[src/rtl/tdc_hw_accum.sv]
// Batch statistics over TDC Hamming-weight codes: sum, mean, min and max of
// 2^LOG2_SAMPLES strobed samples, with a registered byte-wide readout mux.
module tdc_hw_accum #(
    parameter int HW_W         = 7,
    parameter int LOG2_SAMPLES = 4
) (
    input  logic                         clk,
    input  logic                         rst_n,
    input  logic                         en,
    input  logic                         start,
    input  logic                         sample_stb,
    input  logic [HW_W-1:0]              hw,
    input  logic [1:0]                   out_sel,
    output logic                         busy,
    output logic                         done,
    output logic [HW_W+LOG2_SAMPLES-1:0] sum,
    output logic [HW_W-1:0]              mean,
    output logic [HW_W-1:0]              hw_min,
    output logic [HW_W-1:0]              hw_max,
    output logic [7:0]                   dout
);
    localparam int SUM_W = HW_W + LOG2_SAMPLES;

    // Handshake: sample_stb is a single-cycle qualifier for hw; it is only
    // consumed in ACCUM and only when start is not asserted in the same cycle.
    typedef enum logic [1:0] {
        IDLE  = 2'd0,
        ACCUM = 2'd1,
        DONE  = 2'd2
    } state_t;

    state_t                    state, state_nxt;
    logic                      init_work, take_sample, last_sample;
    logic [SUM_W-1:0]          acc, acc_nxt;
    logic [HW_W-1:0]           wmin, wmax, wmin_nxt, wmax_nxt;
    logic [LOG2_SAMPLES-1:0]   cnt;
    logic [7:0]                dout_nxt;

    always_ff @(posedge clk or negedge rst_n) begin
        if (!rst_n) state <= IDLE;
        else        state <= state_nxt;
    end

    always_comb begin
        state_nxt   = state;
        init_work   = 1'b0;
        take_sample = 1'b0;
        last_sample = 1'b0;
        if (!en) begin
            state_nxt = IDLE;
        end else begin
            case (state)
                IDLE, DONE: begin
                    if (start) begin
                        state_nxt = ACCUM;
                        init_work = 1'b1;
                    end
                end
                ACCUM: begin
                    // A restart outranks a coincident strobe.
                    if (start) begin
                        init_work = 1'b1;
                    end else if (sample_stb) begin
                        take_sample = 1'b1;
                        if (cnt == '1) begin
                            last_sample = 1'b1;
                            state_nxt   = DONE;
                        end
                    end
                end
                default: state_nxt = IDLE;
            endcase
        end
    end

    assign busy     = (state == ACCUM);
    assign done     = (state == DONE);
    assign acc_nxt  = acc + SUM_W'(hw);
    assign wmin_nxt = (hw < wmin) ? hw : wmin;
    assign wmax_nxt = (hw > wmax) ? hw : wmax;

    always_ff @(posedge clk or negedge rst_n) begin
        if (!rst_n) begin
            acc  <= '0;
            wmin <= '0;
            wmax <= '0;
            cnt  <= '0;
        end else if (init_work) begin
            acc  <= '0;
            wmin <= '1;
            wmax <= '0;
            cnt  <= '0;
        end else if (take_sample) begin
            acc  <= acc_nxt;
            wmin <= wmin_nxt;
            wmax <= wmax_nxt;
            cnt  <= cnt + 1'b1;
        end
    end

    // Published results only move when the final sample of a batch lands.
    always_ff @(posedge clk or negedge rst_n) begin
        if (!rst_n) begin
            sum    <= '0;
            mean   <= '0;
            hw_min <= '0;
            hw_max <= '0;
        end else if (last_sample) begin
            sum    <= acc_nxt;
            mean   <= acc_nxt[SUM_W-1:LOG2_SAMPLES];
            hw_min <= wmin_nxt;
            hw_max <= wmax_nxt;
        end
    end

    always_comb begin
        dout_nxt = '0;
        case (out_sel)
            2'd0:    dout_nxt = 8'(mean);
            2'd1:    dout_nxt = 8'(hw_min);
            2'd2:    dout_nxt = 8'(hw_max);
            default: dout_nxt = 8'(sum);
        endcase
    end

    always_ff @(posedge clk or negedge rst_n) begin
        if (!rst_n) dout <= '0;
        else        dout <= dout_nxt;
    end

endmodule
[config.mk]
export PLATFORM = sky130hd
export DESIGN_NAME = tdc_hw_accum
export DESIGN_NICKNAME = d
export VERILOG_FILES = /design/src/rtl/tdc_hw_accum.sv
export SDC_FILE = /design/constraint.sdc
export NUM_CORES = 1
export LEC_CHECK = 0
export CORE_ASPECT_RATIO = 0.75
export CORE_MARGIN = 2
export CORE_UTILIZATION = 58
export DETAILED_ROUTE_END_ITERATION = 8
export PLACE_DENSITY = 0.86
export SETUP_SLACK_MARGIN = 0.05
export SLEW_MARGIN = 20
export SYNTH_ARGS = -nofsm -noshare
export SYNTH_HDL_FRONTEND = slang
export SYNTH_SLANG_ARGS = --single-unit
[constraint.sdc]
create_clock -name clk -period 3.1 [get_ports clk]
set_input_delay 0.465 -clock clk [delete_from_list [all_inputs] [get_ports clk]]
set_output_delay 0.465 -clock clk [all_outputs]
set_load 0.01 [all_outputs]
Word-level counts from Yosys, hierarchy flattened
Cells that the tools add are included.

Bits of input ports: 14. Logic and storage cells: 58. Register bits after elaboration: 71. Output and inout port bits: 42.

Reduce and logical (&&, ||, !) cells: 6. Add/subtract/negate cells: 2. Magnitude comparators: 2. Mux-type cells: 29. Equality and inequality tests: 9.

Operators by type and width (count): 7-bit two-way mux (6); 8-bit case mux with 3 select lines (1); 11-bit two-way mux (2); 1-bit two-way mux (12); 11-bit by 7-bit adder with 11-bit output (1); 2-bit two-way mux (5); 3-bit inequality test, second input constant (3); 4-bit two-way mux (2); 7-bit > comparator (1); 7-bit less-than comparator (1); 4-bit by 1-bit adder with 4-bit output, second input constant (1); 2-bit by 1-bit == test with 1-bit output, second input constant (2); 2-bit == test, second input constant (2); 4-bit == test, second input constant (1); 2-bit zero test (2); 2-bit case mux with 2 select lines (1); 4-bit AND reduction (1); 3-bit by 2-bit inequality test with 1-bit output, second input constant (1); 3-bit OR reduction (1); 2-bit nonzero test (1); 2-bit OR reduction (1).

Logic depth before layout (Yosys ltp)
Gate-level depths: netlist of run 1.

Depth in word-level cells: 6. Mapped depth: 8. Depth with buffers taken out: 8.

Worst setup path before layout of run 1
No wires, ideal clock.

Path type: in2reg. Start: in hw[0]. End: reg acc[6]. Setup slack: 1004 ps. Arrival: 1975 ps. Required time: 2978 ps. Setup time: 122 ps. Buffers on the path: 0. Stages on the path: 8. Cells stage by stage: ha_1 inv_1 fa_1 nor2b_1 o31a_1 o21a_1 or3_1 a32o_1.

Word-level cells in the longest chain between the ends: 3.

Ends and longest elaborated chain: from (decl) (RTL line 12) `input logic [HW_W-1:0] hw,`; 11-bit by 7-bit adder with 11-bit output (RTL line 78) `assign acc_nxt = acc + SUM_W'(hw);`; 11-bit two-way mux (RTL line 93) `end else if (take_sample) begin`; 11-bit two-way mux (RTL line 88) `end else if (init_work) begin`; to (signal assigned) (RTL line 94) `acc <= acc_nxt;`; to (decl) (RTL line 34) `logic [SUM_W-1:0] acc, acc_nxt;`.

No other way between the ends. The select of a mux whose other input is x is not followed. A chain may end at the register's enable or synchronous reset.

Worst setup path after layout of run 1
Start: in hw[2]. End: reg wmax[0].

Word-level cells in the longest chain between the ends: 4.

Ends and longest elaborated chain: 7-bit > comparator (RTL line 80) `assign wmax_nxt = (hw > wmax) ? hw : wmax;`; 7-bit two-way mux (RTL line 80); 7-bit two-way mux (RTL line 93); 7-bit two-way mux (RTL line 88); to (signal assigned) (RTL line 96) `wmax <= wmax_nxt;`; to (decl) (RTL line 35) `logic [HW_W-1:0] wmin, wmax, wmin_nxt, wmax_nxt;`.

No other way between the ends. The select of a mux whose other input is x is not followed.

==> reports/qor.yml, run 1 <==
hold_viol: 0
cts.sinks: 64
cp_max_fo: 8
fillers: 407
synth.ff_latch_count: 64
post-route-period-util_pct: 85.6
fp.dieH_um: 70.6
core_um2: 5770
critPathKind: "input pin to register"
layout.nets: 403
cts-root-buf: "clkbuf_8"
worst_pin_slew_ns: 0.805
synth_top_flop_cell: "dfrtp_1"
fmax_mhz: 377
holdBufCountCts: 0
overflow: 0
initial_core_util_pct: 59.4
dr_wl_met2_um: 4060
r2r_end: "wmax[0]"
wl_per_cell_um: 18.9
synth_edf_count: 0
drt-pass1-iter-count: 4
power_frac_comb_pct: 13.7
cts_setup_buffers: 0
ys_warn_count: 0
final-max-slew-violation-count: 0
synth_cells: 309
r2r_slack_ns: 0.83
p_total_mw: 1.80
skew_ns: 0.00886
vdd_drop_max_uv: 254
clk_path_buf_depth: 2
reg2reg_depth: 7
placed_cell_area_um2: 4040
grt_pass1_wl_um: 14000
io_pins: 56
ctsResizeCount: 0
drtAntennaViolNets: 0
seq_area_frac_synth_pct: 46.7
fp-row-count: 24
syn_nets: 345
design_area_um2: 4230
grt_max_degree: 65
die_area_um2: 6540
dp.cells: 434
met1Wirelength_um: 3600
cts_tree: "yes"
internal-power_mw: 1.32
async_reset_ff_share_pct: 100
area_growth_pct: 23.3
drc: 0
rsz0062_at_grt: "no"
dieWidth_um: 92.7
worst_ep_required_time_ns: 3.33
grt.total_usage_pct: 28.1
final_cell_mix: "dfrtp_1 (64), clkdlybuf4s50_1 (54), nand2_1 (34), o21ai_0 (27), ha_1 (21)"
hpwl_um: 6260
numCtsBuffers: 9
synth_cell_types: 49
period_needed_ns: 2.65
htreeDepth: 3
fin_tns_setup_ns: 0
p_per_area_nw_per_um2: 426
num_antenna_cells: 0
worstSkewPairLatency_ns: 0.34
maxCapViolations: 0
fin_cells: 450
gp_congestion: 0.897
p_seq_share_pct: 48.3
cp.arrival_ns: 2.88
portBuffers: 55
drive_gt1_share_pct: 11.8
p_sw_uw: 479
highest_layer: "met4"
final-setup-viol-count: 0
synth_area_um2: 3430
drt-total-wl_um: 8510
syn_avg_cell_area_um2: 11.1
r2r-start: "wmax[2]"
power.leakage_nw: 1.90
utilization_pct: 73.3
route.met3.wl_um: 721
final_common_cell: "dfrtp_1"
grt_pass1_vias: 2714
slew_headroom_pct: 46.3
start_kind: "input pin"
vias_per_cell: 6.09
endpoint_kind: "register"
vias: 2741
status: "complete, no violations"
grt_antenna_before_repair: 0
clock_power_share_pct: 38.0
p_sw_share_pct: 26.6
hp-class: "input pin to asynchronous set/reset pin"
drt_iter0_markers: 257
path_clk_slew_ns: 0.07
-- kinds of logic (layout without fill, tap and decap cells) --
group	after synthesis	in the layout	synth area share [%]
flip-flops	64	64	46.7
buffers and inverters	34	97	4.75
AO/OA/AOI/OAI	83	83	17.6
AND/OR/NAND/NOR	72	72	10.3
multiplexers	26	26	10.3
adder cells (fa/ha/maj)	22	22	8.25
XOR/XNOR	8	8	2.05
-- registers in the layout, summed over array words and instances (netlist names) --
| signal | flops |
|---|---|
| wmax | 7 |
| cnt | 4 |
| sum | 11 |
| acc | 11 |
| wmin | 7 |
| hw_max | 7 |
| hw_min | 7 |
| dout | 8 |
| state | 2 |
-- critical path: stages --
cell	delay, ns
clkdlybuf4s50_1	0.60
ha_1	0.44
a21oi_1	0.13
a21oi_1	0.14
o31ai_4	0.54
nor2_1	0.24
a22o_2	0.31
-- worst max path at each step --
stage,start,to,slack [ns],cells after the start
global placement,hw[2],wmax[0],0.19,7
finish,hw[2],wmax[0],0.45,7
global route,hw[2],wmax[0],0.36,7
detailed placement,hw[2],wmax[0],0.16,7
floorplan,hw[0],acc[6],1.00,8
CTS,hw[4],wmax[0],0.50,7
-- final cells by class --
type                            instances  area (um2)  share of cell area (%)
Timing Repair Buffer                   64         613                    14.5
Clock buffer                           10         128                    3.02
Tap cell                               78        97.6                    2.31
Inverter                               17        63.8                    1.51
Clock inverter                          6        60.1                    1.42
Multi-Input combinational cell        211        1660                    39.3
Sequential cell                        64        1600                    37.9
-- synthesized netlist by cell type, types with 2 or more instances --
cell type	count	area, um2
ha_1	21	263
a21o_1	4	30.0
and2_1	2	12.5
xor2_1	5	43.8
o21ai_0	27	135
nor2_1	5	18.8
xnor2_1	3	26.3
dfrtp_1	64	1600
o211ai_1	4	30.0
buf_4	7	52.6
o21ai_1	7	35.0
o31ai_4	2	42.5
inv_1	17	63.8
nor2b_1	4	25.0
a21oi_1	9	45.0
mux2_2	4	45.0
mux2i_1	15	150
nand4_1	2	12.5
clkbuf_1	7	26.3
o21a_1	2	15.0
or3_1	6	37.5
mux4_2	7	158
o22a_1	7	61.3
nand3_1	9	45.0
a211oi_1	2	15.0
and3_1	2	12.5
nand2_1	34	128
a22o_1	10	87.6
-- metal layers --
layer,vias up,track usage [%]
met5,-,0
met2,146,45.2
met3,12,8.63
met1,1350,37.4
li1,1233,-
met4,0,8.82
-- power by group through the flow --
stage / Combinational, mW / Sequential [mW] / Clock [mW]
5_1_grt: 0.272 / 0.871 / 0.731
3_3_place_gp: 0.231 / 0.883 / 0
4_1_cts: 0.246 / 0.869 / 0.694
2_1_floorplan: 0.155 / 0.879 / 0
3_5_place_dp: 0.243 / 0.884 / 0
6_report: 0.247 / 0.869 / 0.685
-- metrics by stage --
step	hold slack [ns]	setup WS (ns)
after global placement	0.485	0.190
after detailed placement	0.486	0.162
after floorplan	0.169	1.00
final	0.295	0.448
after global routing	0.350	0.359
after CTS	0.322	0.500
Note: power is estimated with default switching activity, not from simulation.
==> run 2, diff against run 1 <==
ABC_CLOCK_PERIOD_IN_PS = 3100   (was unset)
SKIP_CTS_REPAIR_TIMING = 1   (was unset)
SKIP_LAST_GASP = 1   (was unset)
==> results of run 2 <==
The final DEF is identical to that of run 1; final timing and power are the same.
==> RTL change: new RTL, config.mk and constraints of run 2 <==
Put a register stage on the outputs `busy` and `done`. The values now appear one clock later. The other outputs are not delayed to match.
--- a/src/rtl/tdc_hw_accum.sv
+++ b/src/rtl/tdc_hw_accum.sv
@@ -75,4 +75,6 @@
 
-    assign busy     = (state == ACCUM);
-    assign done     = (state == DONE);
+    always_ff @(posedge clk) begin
+        busy <= (state == ACCUM);
+        done <= (state == DONE);
+    end
     assign acc_nxt  = acc + SUM_W'(hw);
Check against the original RTL: not equivalent (a bounded check fails within 4 cycles, from zero or initial values and one cycle with rst_n low).
==> RTL change against run 2 <==
Sequential cell count rose by 2. Clock skew about the same. Global-route usage is 0.52 points lower. Wire length decreased by 1.1%. Design area rose by 1.8%. Area after synthesis increased by 0.73%. Critical path depth grew 2. Worst setup slack gained 31 ps. Total power grew 12%. Critical path type unchanged.
==> RTL change: results (changes against run 2) <==
<table>
<tr><th>Metric</th><th>Value</th></tr>
<tr><th colspan="2">Outcome</th></tr>
<tr><td>Run status</td><td>finished, final reports clean (unchanged)</td></tr>
<tr><th colspan="2">Global routing</th></tr>
<tr><td>Pin count of the biggest net entering global routing</td><td>54 (was 65)</td></tr>
<tr><td>First-pass GRT wire length</td><td>13.6 mm (was 14.0 mm)</td></tr>
<tr><td>Number of global-route vias before repair</td><td>2625 (was 2714)</td></tr>
<tr><td>Global Route Usage Sum</td><td>0.276 (was 0.281)</td></tr>
<tr><th colspan="2">Final layout</th></tr>
<tr><td>Final cell count without fillers</td><td>451 (was 450)</td></tr>
<tr><td>Share of layout cells above drive strength 1</td><td>0.107 (was 0.118)</td></tr>
<tr><th colspan="2">Worst setup path</th></tr>
<tr><td>Delay of the slowest cell on the worst path</td><td>560 ps (was 600 ps)</td></tr>
<tr><td>Data arrival at the endpoint of the critical path</td><td>2900 ps (was 2880 ps)</td></tr>
<tr><td>Largest fanout of any net on the critical path</td><td>4 (was 8)</td></tr>
<tr><th colspan="2">Yosys</th></tr>
<tr><td>Sequential-to-total area share from yosys stat</td><td>0.476 (was 0.467)</td></tr>
<tr><td>Post-Synthesis Net Count</td><td>348 (was 345)</td></tr>
<tr><td>Syn avg cell area</td><td>11.1 sq um (about the same)</td></tr>
<tr><td>Netlist cell types</td><td>50 (was 49)</td></tr>
<tr><td>Leading post-synthesis cells by cell area</td><td>dfrtp_1, ha_1, mux4_2, mux2i_1, nand2_1 (was dfrtp_1, ha_1, mux4_2, mux2i_1, o21ai_0)</td></tr>
<tr><td>Commonest cells post-synth</td><td>dfrtp_1, nand2_1, ha_1 (was dfrtp_1, nand2_1, o21ai_0)</td></tr>
<tr><th colspan="2">Route</th></tr>
<tr><td>Overall via count from detail_route</td><td>2720 (was 2741)</td></tr>
<tr><td>Number of DRC markers in iteration 0</td><td>246 (was 257)</td></tr>
<tr><th colspan="2">Pwr</th></tr>
<tr><td>Standby leakage power</td><td>1.95 nW (was 1.90 nW)</td></tr>
<tr><td>IR Drop Worst-Case VDD</td><td>389 uV (was 254 uV)</td></tr>
<tr><td>Power, Total</td><td>2.02 mW (was 1.80 mW)</td></tr>
<tr><th colspan="2">Placed design</th></tr>
<tr><td>Worst slack at placement</td><td>175 ps (was 162 ps)</td></tr>
<tr><td>Routability congestion estimate</td><td>0.861 (was 0.897)</td></tr>
<tr><td>Post-detail-place hpwl</td><td>5.97 mm (was 6.26 mm)</td></tr>
<tr><th colspan="2">Min path</th></tr>
<tr><td>Class of the tightest hold or removal check</td><td>flop to flop (was input port to asynchronous set/reset pin)</td></tr>
<tr><th colspan="2">STA</th></tr>
<tr><td>Max-Slew Margin vs Limit</td><td>0.471 (was 0.463)</td></tr>
</table>
RTL change: worst max path at each step:
| stage | endpoint | slack, ps | depth (start not counted) | from |
|---|---|---|---|---|
| final | acc[10] | 480 | 9 | hw[0] |
| after global placement | acc[8] | 270 | 9 | hw[0] |
| after global routing | acc[10] | 410 | 9 | hw[0] |
| after CTS | acc[8] | 540 | 9 | hw[0] |
| after floorplan | acc[8] | 940 | 8 | hw[0] |
| after detailed placement | acc[8] | 170 | 9 | hw[0] |
RTL change: metrics by stage:
| step | util | hold slack (ps) | instance area, sq um |
|---|---|---|---|
| finish | 0.746 | 480 | 4300 |
| global route | 0.746 | 524 | 4300 |
| CTS | 0.745 | -26.6 | 4290 |
| detailed placement | 0.702 | 345 | 4050 |
| global placement | 0.702 | 349 | 4050 |
| floorplan | - | 169 | 3450 |
RTL change: kinds of logic (layout without fill, tap and decap cells):
family          count (synthesis)  after routing  synth area share
xor+xnor                        9              9            0.0228
mux                            25             25            0.0993
fa+ha+maj                      22             22            0.0819
flops                          66             66             0.476
compound gates                 85             85             0.178
simple gates                   70             70            0.0961
buf+inv                        35             96            0.0464
RTL change: layer usage:
metal / global-route usage / part of all wire / up-vias
met5: 0 / 0 / -
met4: 0.0784 / 0.012 / 0
met3: 0.0671 / 0.070 / 10
met2: 0.440 / 0.47 / 127
met1: 0.385 / 0.45 / 1348
li1: - / - / 1235
RTL change: worst register-to-register path: cells and delay by family, from the launching register on:
kind / cells / cell delay (ps)
compound gates: 3 / 630
buf+inv: 1 / 70
fa+ha+maj: 2 / 580
flops: 1 / 350
simple gates: 2 / 570
RTL change: final cells by class:
cell class	instances	area, sq um	share of cell area
clock buffer	10	128	0.0297
clock inverter	6	115	0.0268
inverter	17	63.8	0.0148
multi-input combinational	211	1650	0.383
sequential	66	1640	0.382
tap	78	97.6	0.0227
timing repair buffer	63	608	0.141
RTL change: report_power, final:
group          leakage, nW  internal [mW]  switching, mW
combinational        0.962          0.103          0.139
sequential           0.872          0.879         0.0158
clock                0.117          0.537          0.347
total                 1.95           1.52          0.502
